<file path="src/rtl/nested_counter.sv">
// Two-level loop counter: walks an inner/outer index pair up to run-time limits
// captured at start, with stall, synchronous abort and one-shot/continuous modes.
module nested_counter #(
  parameter int unsigned IN_W  = 4,
  parameter int unsigned OUT_W = 4
) (
  input  logic             clk,
  input  logic             reset,
  input  logic             start,
  input  logic             clear,
  input  logic             hold,
  input  logic             mode,
  input  logic [IN_W-1:0]  inner_limit,
  input  logic [OUT_W-1:0] outer_limit,
  output logic [IN_W-1:0]  inner_cnt,
  output logic [OUT_W-1:0] outer_cnt,
  output logic             inner_last,
  output logic             outer_last,
  output logic             busy,
  output logic             done
);

  typedef enum logic [1:0] {
    S_IDLE = 2'd0,
    S_RUN  = 2'd1,
    S_DONE = 2'd2
  } state_t;

  state_t             state;
  logic [IN_W-1:0]    in_lim;
  logic [OUT_W-1:0]   out_lim;
  logic               mode_q;
  logic               inner_at;
  logic               outer_at;

  // Counters only ever increment while below their limit, so no wrap is possible.
  assign inner_at   = (inner_cnt == in_lim);
  assign outer_at   = (outer_cnt == out_lim);
  assign inner_last = busy & inner_at;
  assign outer_last = busy & outer_at;

  always_ff @(posedge clk or negedge reset) begin
    if (!reset) begin
      state     <= S_IDLE;
      in_lim    <= '0;
      out_lim   <= '0;
      mode_q    <= 1'b0;
      inner_cnt <= '0;
      outer_cnt <= '0;
      busy      <= 1'b0;
      done      <= 1'b0;
    end else if (clear) begin
      state     <= S_IDLE;
      inner_cnt <= '0;
      outer_cnt <= '0;
      busy      <= 1'b0;
      done      <= 1'b0;
    end else begin
      case (state)
        S_IDLE: begin
          done <= 1'b0;
          if (start) begin
            in_lim    <= inner_limit;
            out_lim   <= outer_limit;
            mode_q    <= mode;
            inner_cnt <= '0;
            outer_cnt <= '0;
            busy      <= 1'b1;
            state     <= S_RUN;
          end
        end
        S_RUN: begin
          // A held cycle never produces done; the pulse is only set on a terminal advance.
          done <= 1'b0;
          if (!hold) begin
            if (!inner_at) begin
              inner_cnt <= inner_cnt + IN_W'(1);
            end else if (!outer_at) begin
              inner_cnt <= '0;
              outer_cnt <= outer_cnt + OUT_W'(1);
            end else begin
              inner_cnt <= '0;
              outer_cnt <= '0;
              done      <= 1'b1;
              if (!mode_q) begin
                busy  <= 1'b0;
                state <= S_DONE;
              end
            end
          end
        end
        S_DONE: begin
          done  <= 1'b0;
          state <= S_IDLE;
        end
        default: begin
          state <= S_IDLE;
          busy  <= 1'b0;
          done  <= 1'b0;
        end
      endcase
    end
  end

endmodule

</file>
<file path="config.mk">
export PLATFORM = sky130hd
export DESIGN_NAME = nested_counter
export DESIGN_NICKNAME = d
export VERILOG_FILES = /design/src/rtl/nested_counter.sv
export SDC_FILE = /design/constraint.sdc
export NUM_CORES = 1
export LEC_CHECK = 0
export ABC_AREA = 0
export CAP_MARGIN = 5
export CORE_UTILIZATION = 48
export DETAILED_ROUTE_END_ITERATION = 6
export MAX_ROUTING_LAYER = met4
export PLACE_DENSITY = 0.87
export SKIP_CTS_REPAIR_TIMING = 1
export SKIP_LAST_GASP = 1
export SYNTH_ARGS = -nofsm -noshare
export SYNTH_HDL_FRONTEND = slang
export SYNTH_SLANG_ARGS = --single-unit
</file>
<file path="constraint.sdc">
create_clock -name clk -period 2 [get_ports clk]
set_input_delay 0.4 -clock clk [delete_from_list [all_inputs] [get_ports clk]]
set_output_delay 0.4 -clock clk [all_outputs]
set_load 0.02 [all_outputs]
</file>
==> metrics.cfg <==
[yosys]
synth_area_leaders = dfrtp_1 (49%), mux2_2 (8.3%), xor2_1 (8.1%)
synth_cell_types = 27
synthesis.area_um2 = 1080
synth-edff-count = 0
ys.flop_type = dfrtp_1
ys.warnings.count = 0
synth_cells = 95
syn-num-nets = 111
synth_area_per_cell_um2 = 11.4
yosysMostFrequentCell = dfrtp_1
synthArstFlopShare = 1.00
synth_top_cell_by_area = dfrtp_1
yosysSeqAreaShare = 0.486
synth_top_area_frac = 0.486
synthTopCellsByCount = dfrtp_1 (21), o21ai_0 (10), xor2_1 (10)
ys_seq_elements = 21

[flow_run]
drv_cap = 0

[clock_tree]
clk_latency_ns = 0.29
clkSinkCount = 21
clk_pin_slew_ns = 0.12
clock_path_buffers = 2
cts_tree = done
cts_root_buf = clkbuf_4
ctsHtreeMaxLevel = 1
cts_buffers = 3

[final_layout]
area_delta_synth_final_pct = 39.8
stdcell_count = 168
n_antenna_cell = 0
fin_nets = 158
fin_area_um2 = 1510
layout-drive-gt1-share = 0.291

[sta]
hold_viol = 0
max_slew.worst_pin.slew_ns = 0.352
setup_viol = 0
slew_viol_final = 0
rsz0062_at_grt = yes
min_period_ns = 1.96
finalCritPeriodShare = 0.980
setup_slack_ns = 0.0397
fin_hold_ws_ns = 0.434
fin_skew_ns = 0.00729
relSlewSlack = 0.764
fmax_mhz = 510

[floorplanning]
ioPinCount = 26
fp.dieW_um = 49.5
core_um2 = 2040
die_height_um = 49.5
row_count = 16
start_util = 0.529
dieArea_um2 = 2450

[drt]
dr.pass1.iters = 4
drt_iter0_drc = 10
detail-route-antenna-nets = 0
routedWlPerCell_um = 14.2
wirelength_um = 2390
route.detailed.drc = 0
num_vias = 885
viasPerCell = 5.27

[placed_design]
place_inst = 164
port_buffers = 25
pre_cts_ws_ns = -0.0648
dp_hpwl_um = 1960
place_area_um2 = 1500
globalplace.congestion = 0.868

[worst_setup_path]
arrival_ns = 1.56
worstSetupEndpointType = output port
crit_path_max_fanout = 2
path_class = reg -> out
critical_path_required_ns = 1.60
cp-start-kind = flip-flop
crit_start = inner_cnt[2]
r2r-start = inner_cnt[2]

[global_route]
antenna_found_initial = 0
grt_start_max_net_pins = 22
grt_use_total = 0.232
grt_pass1_vias = 939
grt_pass1_wl_um = 4140
gr-total-overflow = 0

[worst_hold_path]
worstHoldPathType = in -> async

[power]
peakVddDrop_mv = 0.707
p_per_area_nw_per_um2 = 646
p_leak_nw = 0.678

[outcome]
outcome = finished clean

-- state kept, by name, summed over array words and instances, names as in the netlist --
| register | flops |
|---|---|
| busy | 1 |
| done | 1 |
| in_lim | 4 |
| inner_cnt | 4 |
| mode_q | 1 |
| out_lim | 4 |
| outer_cnt | 4 |
| state | 2 |
-- cells by family after synthesis --
logic type               synth area share
XOR/XNOR                           0.0810
buffers and inverters              0.0116
AO/OA/AOI/OAI                       0.116
multiplexers                       0.0926
adder cells (fa/ha/maj)            0.0231
flip-flops                          0.486
AND/OR/NAND/NOR                     0.190
-- layout make-up --
class                      count  area [um2]
clock buffer                   4        26.3
fill                         150         531
inverter                       2        7.51
multi-input combinational     71         543
sequential                    21         526
tap                           27        33.8
timing repair buffer          43         375
-- worst max-delay path: stages, from the launching register on --
cell      delay, ns
dfrtp_1        0.42
xor2_1         0.21
nor4_4         0.30
and2_2         0.18
clkbuf_2       0.16
-- through the flow --
step | total power (W) | TNS, ns | util
floorplan | 0.000665 | 0 | -
global placement | 0.000776 | 0 | 0.732
detailed placement | 0.000792 | -0.0722 | 0.732
CTS | 0.000984 | -0.731 | 0.745
global route | 0.00103 | -0.00681 | 0.740
finish | 0.000976 | 0 | 0.740
-- cells in the final DEF (no fill, tap or decap) --
master	count
clkdlybuf4s50_1	23
dfrtp_1	21
buf_4	18
xor2_1	10
o21ai_0	10
nor2_1	9
nand2_1	9
mux2_2	8
clkbuf_4	3
nor4_4	2
nor3_1	2
inv_1	2
nand2b_4	2
o31ai_2	2
nor3b_1	2
ha_1	2
clkbuf_2	2
and2_2	1
and2_1	1
or2b_1	1
a21oi_2	1
o22ai_2	1
nand3_1	1
a31oi_1	1
nor3_2	1
mux2i_1	1
o311ai_1	1
o21ai_1	1
nor4_1	1
o2111ai_1	1
clkbuf_1	1
-- layer usage --
layer  GRT usage  wire length (um)
met5           -                 0
met3      0.0340                54
met1       0.279              1040
met4       0.110                85
met2       0.386              1210
-- power by group --
| part | internal, W | switching (W) | total, W |
|---|---|---|---|
| sequential | 0.000471 | 0.0000386 | 0.000509 |
| combinational | 0.000139 | 0.000130 | 0.000269 |
| clock | 0.0000774 | 0.000121 | 0.000198 |
| total | 0.000687 | 0.000290 | 0.000976 |
-- final timing paths --
path,to,slack (ns),depth (start not counted)
max in group asynchronous,inner_cnt[3],1.35,2
min,out_lim[2],0.43,2
max,inner_last,0.04,4
max reg2reg,outer_cnt[3],0.29,6
min in group clk,state[1],0.47,1
min reg2reg,state[1],0.47,1
(Power assumes the default switching activity.)
